[config.mk]
export PLATFORM = sky130hd
export DESIGN_NAME = operand_entry_ctrl_flat
export DESIGN_NICKNAME = d
export VERILOG_FILES = /design/src/rtl/operand_entry_ctrl_pkg.sv /design/src/rtl/operand_entry_ctrl_if.sv /design/src/rtl/operand_entry_ctrl_mag_calc.sv /design/src/rtl/operand_entry_ctrl.sv /design/src/flat_wrapper.sv
export SDC_FILE = /design/constraint.sdc
export NUM_CORES = 1
export LEC_CHECK = 0
export ABC_AREA = 1
export BUFFER_PORTS_ARGS = -buffer_cell sky130_fd_sc_hd__buf_2
export CORE_UTILIZATION = 65
export CTS_CLUSTER_SIZE = 28
export DETAILED_ROUTE_END_ITERATION = 6
export PLACE_DENSITY = 0.87
export SYNTH_ARGS = -nofsm -noshare
export SYNTH_HDL_FRONTEND = slang
export SYNTH_SLANG_ARGS = --single-unit
[constraint.sdc]
create_clock -name CLOCK -period 6.1 [get_ports CLOCK]
set_input_delay 0.61 -clock CLOCK [delete_from_list [all_inputs] [get_ports CLOCK]]
set_output_delay 0.61 -clock CLOCK [all_outputs]
set_load 0.05 [all_outputs]
[src/rtl/operand_entry_ctrl_pkg.sv]
// operand_entry_ctrl_pkg: key codes, FSM state type and default range limit shared by the operand entry block
package operand_entry_ctrl_pkg;
    localparam logic [3:0] KEY_SIGN  = 4'hA;
    localparam logic [3:0] KEY_BKSP  = 4'hB;
    localparam logic [3:0] KEY_CLR   = 4'hC;
    localparam logic [3:0] KEY_ENTER = 4'hD;
    localparam int DEFAULT_MAX_MAG = 127;
    typedef enum logic [1:0] {ENTRY_A, ENTRY_B, READY, ERROR} state_t;
endpackage

[src/rtl/operand_entry_ctrl_if.sv]
// operand_entry_ctrl_if: keypad/consumer bus of the operand entry block
//   key_valid/key_code/op_ack  : driven by the master (keypad + consumer)
//   operand_a/operand_b/op_ready/sel_b/err : driven by the slave (operand_entry_ctrl)
//   entry_bcd/entry_neg        : buffer echo, present only with ENTRY_ECHO_EN defined
interface operand_entry_ctrl_if;
    logic        key_valid;
    logic [3:0]  key_code;
    logic        op_ack;
    logic [7:0]  operand_a;
    logic [7:0]  operand_b;
    logic        op_ready;
    logic        sel_b;
    logic        err;
`ifdef ENTRY_ECHO_EN
    logic [11:0] entry_bcd;
    logic        entry_neg;
`endif
    modport master (
        output key_valid, key_code, op_ack,
        input  operand_a, operand_b, op_ready, sel_b, err
`ifdef ENTRY_ECHO_EN
        , input entry_bcd, entry_neg
`endif
    );
    modport slave (
        input  key_valid, key_code, op_ack,
        output operand_a, operand_b, op_ready, sel_b, err
`ifdef ENTRY_ECHO_EN
        , output entry_bcd, entry_neg
`endif
    );
endinterface

[src/rtl/operand_entry_ctrl_mag_calc.sv]
// entry_mag_calc: BCD buffer to binary magnitude with range check
//   i_bcd  : three BCD digits, d2 in [11:8]
//   o_mag  : low 8 bits of d2*100 + d1*10 + d0
//   o_over : full magnitude exceeds MAX_MAG
module entry_mag_calc
    import operand_entry_ctrl_pkg::*;
#(
    parameter int MAX_MAG = DEFAULT_MAX_MAG
) (
    input  logic [11:0] i_bcd,
    output logic [7:0]  o_mag,
    output logic        o_over
);
    logic [9:0] w_mag;
    assign w_mag  = 10'(i_bcd[11:8]) * 10'd100 + 10'(i_bcd[7:4]) * 10'd10 + 10'(i_bcd[3:0]);
    assign o_mag  = w_mag[7:0];
    assign o_over = w_mag > 10'(MAX_MAG);
endmodule

[src/rtl/operand_entry_ctrl.sv]
// operand_entry_ctrl: keypad entry of two signed BCD operands with range check and ready/ack handoff
//   CLOCK, RESET : rising-edge clock, synchronous active-high reset
//   bus (slave)  : keys in, committed operands, op_ready, sel_b, err out
//   ENTRY_ECHO_EN: when defined, bus also carries entry_bcd/entry_neg echo of the pending entry
module operand_entry_ctrl
    import operand_entry_ctrl_pkg::*;
#(
    parameter int MAX_MAG    = DEFAULT_MAX_MAG,
    parameter int MAX_DIGITS = 3
) (
    input  logic CLOCK,
    input  logic RESET,
    operand_entry_ctrl_if.slave bus
);
    localparam logic [1:0] LP_MAXD = 2'(MAX_DIGITS);
    state_t      r_state, w_state;
    logic [11:0] r_bcd, w_bcd;
    logic [1:0]  r_cnt, w_cnt;
    logic        r_neg, w_neg;
    logic [7:0]  r_a, w_a, r_b, w_b;
    logic        r_ready, w_ready, r_selb, w_selb, r_err, w_err;
    logic [7:0]  w_mag, w_val;
    logic        w_over, w_digit;
    entry_mag_calc #(.MAX_MAG(MAX_MAG)) u_mag (
        .i_bcd (r_bcd),
        .o_mag (w_mag),
        .o_over(w_over)
    );
    assign w_val   = r_neg ? -w_mag : w_mag;
    assign w_digit = bus.key_code <= 4'd9;
    always_comb begin
        w_state = r_state;
        w_bcd   = r_bcd;
        w_cnt   = r_cnt;
        w_neg   = r_neg;
        w_a     = r_a;
        w_b     = r_b;
        w_ready = r_ready;
        w_selb  = r_selb;
        w_err   = r_err;
        unique case (r_state)
            ENTRY_A, ENTRY_B: begin
                if (bus.key_valid) begin
                    if (w_digit) begin
                        if (r_cnt < LP_MAXD) begin
                            w_bcd = {r_bcd[7:0], bus.key_code};
                            w_cnt = r_cnt + 2'd1;
                        end
                    end else if (bus.key_code == KEY_SIGN) begin
                        w_neg = ~r_neg;
                    end else if (bus.key_code == KEY_BKSP) begin
                        if (r_cnt != 2'd0) begin
                            w_bcd = {4'h0, r_bcd[11:4]};
                            w_cnt = r_cnt - 2'd1;
                        end
                    end else if (bus.key_code == KEY_CLR) begin
                        w_bcd = '0;
                        w_cnt = '0;
                        w_neg = 1'b0;
                    end else if (bus.key_code == KEY_ENTER && r_cnt != 2'd0) begin
                        if (w_over) begin
                            w_err   = 1'b1;
                            w_state = ERROR;
                        end else begin
                            w_bcd = '0;
                            w_cnt = '0;
                            w_neg = 1'b0;
                            if (r_state == ENTRY_A) begin
                                w_a     = w_val;
                                w_selb  = 1'b1;
                                w_state = ENTRY_B;
                            end else begin
                                w_b     = w_val;
                                w_ready = 1'b1;
                                w_state = READY;
                            end
                        end
                    end
                end
            end
            // sel_b still names the entry that failed, so it picks the return state
            ERROR: begin
                if (bus.key_valid && bus.key_code == KEY_CLR) begin
                    w_bcd   = '0;
                    w_cnt   = '0;
                    w_neg   = 1'b0;
                    w_err   = 1'b0;
                    w_state = r_selb ? ENTRY_B : ENTRY_A;
                end
            end
            READY: begin
                if (bus.op_ack) begin
                    w_ready = 1'b0;
                    w_selb  = 1'b0;
                    w_state = ENTRY_A;
                end
            end
            default: w_state = ENTRY_A;
        endcase
    end
    always_ff @(posedge CLOCK) begin
        if (RESET) begin
            r_state <= ENTRY_A;
            r_bcd   <= '0;
            r_cnt   <= '0;
            r_neg   <= 1'b0;
            r_a     <= '0;
            r_b     <= '0;
            r_ready <= 1'b0;
            r_selb  <= 1'b0;
            r_err   <= 1'b0;
        end else begin
            r_state <= w_state;
            r_bcd   <= w_bcd;
            r_cnt   <= w_cnt;
            r_neg   <= w_neg;
            r_a     <= w_a;
            r_b     <= w_b;
            r_ready <= w_ready;
            r_selb  <= w_selb;
            r_err   <= w_err;
        end
    end
    assign bus.operand_a = r_a;
    assign bus.operand_b = r_b;
    assign bus.op_ready  = r_ready;
    assign bus.sel_b     = r_selb;
    assign bus.err       = r_err;
`ifdef ENTRY_ECHO_EN
    assign bus.entry_bcd = r_bcd;
    assign bus.entry_neg = r_neg;
`endif
endmodule

[src/flat_wrapper.sv]
// flat-port wrapper written by rule: the top's interface ports become plain ports
module operand_entry_ctrl_flat import operand_entry_ctrl_pkg::*;
#(
    parameter int MAX_MAG    = DEFAULT_MAX_MAG,
    parameter int MAX_DIGITS = 3
)
  (CLOCK, RESET, bus_key_valid, bus_key_code, bus_op_ack, bus_operand_a, bus_operand_b, bus_op_ready, bus_sel_b, bus_err);
  operand_entry_ctrl_if bus_i ();
  input  logic CLOCK;
  input  logic RESET;
  input wire logic [$bits(bus_i.key_valid)-1:0] bus_key_valid;
  input wire logic [$bits(bus_i.key_code)-1:0] bus_key_code;
  input wire logic [$bits(bus_i.op_ack)-1:0] bus_op_ack;
  output wire logic [$bits(bus_i.operand_a)-1:0] bus_operand_a;
  output wire logic [$bits(bus_i.operand_b)-1:0] bus_operand_b;
  output wire logic [$bits(bus_i.op_ready)-1:0] bus_op_ready;
  output wire logic [$bits(bus_i.sel_b)-1:0] bus_sel_b;
  output wire logic [$bits(bus_i.err)-1:0] bus_err;
  assign bus_i.key_valid = bus_key_valid;
  assign bus_i.key_code = bus_key_code;
  assign bus_i.op_ack = bus_op_ack;
  assign bus_operand_a = bus_i.operand_a;
  assign bus_operand_b = bus_i.operand_b;
  assign bus_op_ready = bus_i.op_ready;
  assign bus_sel_b = bus_i.sel_b;
  assign bus_err = bus_i.err;
  operand_entry_ctrl #(.MAX_MAG(MAX_MAG), .MAX_DIGITS(MAX_DIGITS)) u_core (.CLOCK(CLOCK), .RESET(RESET), .bus(bus_i));
endmodule
# Yosys cells after proc, flatten, opt, wreduce, memory -nomap -nowiden
# Index checks and enable logic that the tools add are counted.
[classes] add_sub_neg=5 multipliers=2 magnitude_cmp=3 eq_ne=27 muxes=71 n_bitwise=7 reduce_logical=15
[ops] op="$mux 12" n=10
[ops] op="$mux 2" n=20
[ops] op="$mux 1" n=33
[ops] op="$reduce_and 9->1" n=3
[ops] op="$pmux 12 s2" n=1
[ops] op="$reduce_and 10->1" n=2
[ops] op="$ne 2x2->1 const B" n=9
[ops] op="$eq 4x4->1 const B" n=4
[ops] op="$reduce_and 8->1" n=2
[ops] op="$add 10x4->10" n=1
[ops] op="$add 10x8->10" n=1
[ops] op="$gt 10x7->1 const B" n=1
[ops] op="$mul 4x5->8 const B" n=1
[ops] op="$mux 8" n=1
[ops] op="$neg 8->8" n=1
[ops] op="$pmux 1 s2" n=4
[ops] op="$mul 4x3->7 const B" n=1
[ops] op="$not 1->1" n=7
[ops] op="$reduce_and 7->1" n=1
[ops] op="$ne 2x1->1 const B" n=3
[ops] op="$ne 3x2->1 const B" n=2
[ops] op="$pmux 2 s3" n=1
[ops] op="$reduce_bool 2->1" n=3
[ops] op="$ne 5x1->1 const B" n=1
[ops] op="15 further kinds" n=17
[totals] reg_bits=36 input_bits=8 out_inout_bits=19

# Depth between registers and ports, before layout
[depth] depth_word=12 depth_mapped=20

# By module
# From an unflattened synthesis, not the netlist that was laid out.
[unflattened] cells_unflattened=469 area_unflattened_um2=2970.3
[by_module_without_submodules] module="operand_entry_ctrl" instances=1 cells_per_inst=350 area_per_inst_um2=2178.3
[by_module_without_submodules] module="entry_mag_calc" instances=1 cells_per_inst=119 area_per_inst_um2=792.0

# Least setup slack after synthesis
# No wires, ideal clock.
[synth_timing] kind="register -> register" from="reg u_core.r_bcd[5]" to="reg u_core.r_bcd[0]" setup_time_ns=0.115 arrival_time_ns=3.060 required_ns=5.985 setup_slack_ns=2.925 path_stages_with_launch=18 n_path_buf=1 cell_sequence="dfxtp_1 > ha_1 > ha_1 > fa_1 > xor2_1 > ha_1 > ha_1 > nand2_1 > nand2_1 > a21oi_1 > nand2_1 > nand2_1 > nand2_1 > nand3_4 > nand3_2 > buf_4 > a21oi_1 > nor2_1"
[synth_between] elab_chain_len=6
[synth_lines] element="start, declared" line="operand_entry_ctrl.sv:17" text="logic [11:0] r_bcd, w_bcd;"
[synth_lines] element="start signal, assigned" line="operand_entry_ctrl.sv:114" text="r_bcd <= w_bcd;"
[synth_lines] element="$mul 4x3->7" line="operand_entry_ctrl_mag_calc.sv:15" text="assign w_mag = 10'(i_bcd[11:8]) * 10'd100 + 10'(i_bcd[7:4]) * 10'd10 + 10'(i_bcd[3:0]);"
[synth_lines] element="$add 10x8->10" line="operand_entry_ctrl_mag_calc.sv:15"
[synth_lines] element="$add 10x4->10" line="operand_entry_ctrl_mag_calc.sv:15"
[synth_lines] element="$gt 10x7->1" line="operand_entry_ctrl_mag_calc.sv:17" text="assign o_over = w_mag > 10'(MAX_MAG);"
[synth_lines] element="$ne 5x2->1 (no line)"
[synth_lines] element="$reduce_and 8->1 (no line)"
# No other way between the ends.
# A chain may end at the register's enable or synchronous reset.

# Final worst setup path
[layout_timing] from="reg u_core.r_bcd[8]" to="reg u_core.r_bcd[10]"
[layout_between] elab_chain_len=6
[layout_lines] element="$mul 4x5->8" line="operand_entry_ctrl_mag_calc.sv:15"
[layout_lines] element="$add 10x8->10" line="operand_entry_ctrl_mag_calc.sv:15"
[layout_lines] element="$add 10x4->10" line="operand_entry_ctrl_mag_calc.sv:15"
[layout_lines] element="$gt 10x7->1" line="operand_entry_ctrl_mag_calc.sv:17"
[layout_lines] element="$ne 5x2->1 (no line)"
[layout_lines] element="$reduce_and 8->1 (no line)"
# No other way between the ends.

==> flow_summary.toml <==
[status]
status = "finished clean"

[global_route]
antenna_found_initial = 0
grt_start_max_net_pins = 29
grt_overflow = 0
grt_pass1_vias = 2612
grt_pass1_wl_um = 11100
grt_use_total_pct = 28.2

[worst_setup_path]
slowest_delay_ns = 0.51
cpLargestDelayFamily = "adder cells"
startpoint_type = "register"
path_buf_inv = 3
crit_chain = "ha_1 -> ha_1 -> inv_1 -> fa_1 -> inv_1 -> ha_1 -> ha_1 -> nand2_1 -> inv_1 -> a21oi_1 -> nand2_1 -> nand2_1 -> nand2_1 -> nand3_4 -> nand3_2 -> nand2_1 -> nand2_1 -> nand2_1 -> nor2_1"
required_ns = 6.30
rr_startpoint = "u_core.r_bcd[8]$_SDFFE_PP0P_"
path_class = "register to register"
cp_max_fo = 27
cp.arrival_ns = 4.03
cpMostUsedCell = "nand2_1"
critPathLaunch = "u_core.r_bcd[8]$_SDFFE_PP0P_"
crit_path_end_kind = "register"
cpMaxStageDelayCell = "nand3_2"

[cts]
worstSkewPairLatency_ns = 0.30
htreeDepth = 2
tritoncts = "built"
post_cts.repair.setup_buffers = 0
clock-sinks = 36
numCtsBuffers = 5
post_cts_resize_count = 0
cts-root-buf = "clkbuf_8"
ctsLongestPathBuffers = 2
path_clk_slew_ns = 0.08
cts_hold_buffers = 0

[timing]
drv_slew = 0
setup_viol = 0
period_share_pct = 62.8
fin_tns_setup_ns = 0
finalHoldViolations = 0
relSlewSlack_pct = 23.1
period_minus_slack_ns = 3.83
worstMarginPinSlew_ns = 1.15
rsz0062_at_grt = "false"
fin_skew_ns = 0.00988
max_freq_mhz = 261

[die]
die_w_um = 69.1
core_area_mm2 = 0.00432
num_rows = 24
start_util_pct = 67.6
die_height_um = 69.1
io_pins = 27
die_area_mm2 = 0.00477

[run]
maxCapViolCount = 0

[placement]
gp_congestion = 0.907
dp_hpwl_um = 4830
io_buffers = 26

[pwr]
p_per_area_mw_per_mm2 = 457
p_leak_nw = 1.65
power_w = 0.00143
vdd_drop_max_mv = 0.312

[final_layout]
final_nets = 495
area_delta_synth_final_pct = 6.98
utilization_pct = 72.3
fillers = 356
antennaDiodeCount = 0
layout-drive-gt1-share_pct = 11.9

[logic_synthesis]
yosys.area.top_type = "dfxtp_1"
synth_area_mm2 = 0.00292
yosys_warnings = 0
ys_top_cells_by_area = "dfxtp_1 25%, nand2_1 14%, ha_1 13%"
synthFlopType = "dfxtp_1"
syn_inst = 429
postSynthAreaPerCell_um2 = 6.81
ys_seq_area_share_pct = 24.7
synth_cell_types = 34
syn-num-nets = 473
synth_edf_count = 0
synth_top_area_share_pct = 24.7
yosys_register_bits = 36
async_reset_ff_share_pct = 0

[routing]
wl_per_cell_um = 12.1
viasPerCell = 5.43
vias = 2737
drtPass1Iterations = 4
routed_wl_um = 6120
drc_errors = 0
drt_iter0_markers = 136
drtAntennaViolNets = 0

[worst_hold_path]
hp-class = "register to register"
min_from = "u_core.bus.operand_a[1]$_SDFFE_PP0P_"
[worst register-to-register path: stages (launching register included)]
cell	delay [ns]
dfxtp_1	0.38
ha_1	0.32
ha_1	0.18
inv_1	0.06
fa_1	0.47
inv_1	0.04
ha_1	0.29
ha_1	0.35
nand2_1	0.11
inv_1	0.04
a21oi_1	0.17
nand2_1	0.07
nand2_1	0.06
nand2_1	0.11
nand3_4	0.15
nand3_2	0.51
nand2_1	0.26
nand2_1	0.07
nand2_1	0.06
nor2_1	0.05
[final timing paths]
kind | slack (ns) | to | cells after the start
hold / removal | 0.47 | u_core.bus.operand_a[1]$_SDFFE_PP0P_ | 2
setup / recovery | 2.27 | u_core.r_bcd[10]$_SDFFE_PP0P_ | 19
setup reg to reg | 2.27 | u_core.r_bcd[10]$_SDFFE_PP0P_ | 19
hold reg to reg | 0.47 | u_core.bus.operand_a[1]$_SDFFE_PP0P_ | 2
[cells in the final DEF (no fill, tap or decap)]
cell type / instances
a21oi_1: 23
a21oi_2: 5
a22oi_1: 3
a32oi_1: 2
and3_1: 1
buf_2: 26
clkbuf_8: 6
clkinv_1: 1
clkinv_2: 1
dfxtp_1: 36
fa_1: 5
ha_1: 31
inv_1: 52
inv_2: 1
inv_6: 1
nand2_1: 108
nand2_2: 2
nand3_1: 25
nand3_2: 8
nand3_4: 1
nand3b_1: 6
nand4_1: 4
nor2_1: 65
nor3_1: 2
nor3_2: 1
nor4_1: 2
o211ai_1: 1
o21ai_0: 14
o21ai_2: 2
o21bai_1: 6
o22ai_1: 1
or2_1: 1
xnor2_1: 3
xor2_1: 6
[cell type report]
cell class / instances / area [um2] / share of cell area, %
Clock inverter: 2 / 13.8 / 0.440
Tap cell: 52 / 65.1 / 2.08
Timing Repair Buffer: 26 / 130 / 4.16
Clock buffer: 6 / 82.6 / 2.64
Inverter: 54 / 203 / 6.48
Multi-Input combinational cell: 328 / 1910 / 61.1
Sequential cell: 36 / 721 / 23.0
[metrics by stage]
stage	std cells	instance area, um2	setup WS, ns	hold slack [ns]
after floorplan	429	2920	2.93	0.474
after global placement	496	3030	2.40	0.455
after detailed placement	496	3030	2.26	0.457
after CTS	504	3130	2.26	0.467
after global routing	504	3130	1.89	0.497
final	504	3130	2.27	0.470
[report_power, final]
part	switching (W)	internal [W]	total (W)
Sequential	0.0000582	0.000280	0.000339
Clock	0.0000919	0.0000923	0.000184
Combinational	0.000581	0.000325	0.000906
[cell usage after synthesis (2+ instances only)]
| cell | count |
|---|---|
| nand3_1 | 25 |
| o21bai_1 | 6 |
| dfxtp_1 | 36 |
| nor4_1 | 2 |
| clkbuf_1 | 4 |
| nor3_1 | 2 |
| nand3_2 | 8 |
| nand2_1 | 108 |
| buf_4 | 4 |
| a21oi_2 | 5 |
| nand4_1 | 4 |
| nand2_2 | 2 |
| o21ai_2 | 2 |
| fa_1 | 5 |
| nand3b_1 | 6 |
| a32oi_1 | 2 |
| nor2_1 | 65 |
| o21ai_0 | 14 |
| ha_1 | 31 |
| buf_6 | 2 |
| inv_1 | 52 |
| a21oi_1 | 23 |
| xor2_1 | 6 |
| xnor2_1 | 3 |
| a22oi_1 | 3 |
[routing by layer]
| layer | track usage (%) | routed length [um] |
|---|---|---|
| met3 | 4.39 | 206 |
| met2 | 50.6 | 3030 |
| met4 | 9.52 | 98 |
| met5 | 0 | 0 |
| met1 | 33.9 | 2790 |
[flip-flops by register name, summed over array words and instances (netlist names)]
| signal | count |
|---|---|
| u_core.bus.err | 1 |
| u_core.bus.op_ready | 1 |
| u_core.bus.operand_a | 8 |
| u_core.bus.operand_b | 8 |
| u_core.bus.sel_b | 1 |
| u_core.r_bcd | 12 |
| u_core.r_cnt | 2 |
| u_core.r_neg | 1 |
| u_core.r_state | 2 |
[cell families (layout without fill, tap and decap cells)]
logic type | count (synthesis) | after routing | synth area share (%)
AO/OA/AOI/OAI | 57 | 57 | 11.8
XOR/XNOR | 9 | 9 | 2.70
adder cells (fa/ha/maj) | 36 | 36 | 16.7
buffers and inverters | 65 | 88 | 9.93
flip-flops | 36 | 36 | 24.7
AND/OR/NAND/NOR | 226 | 226 | 34.2
Power figures use the tool's default switching activity.
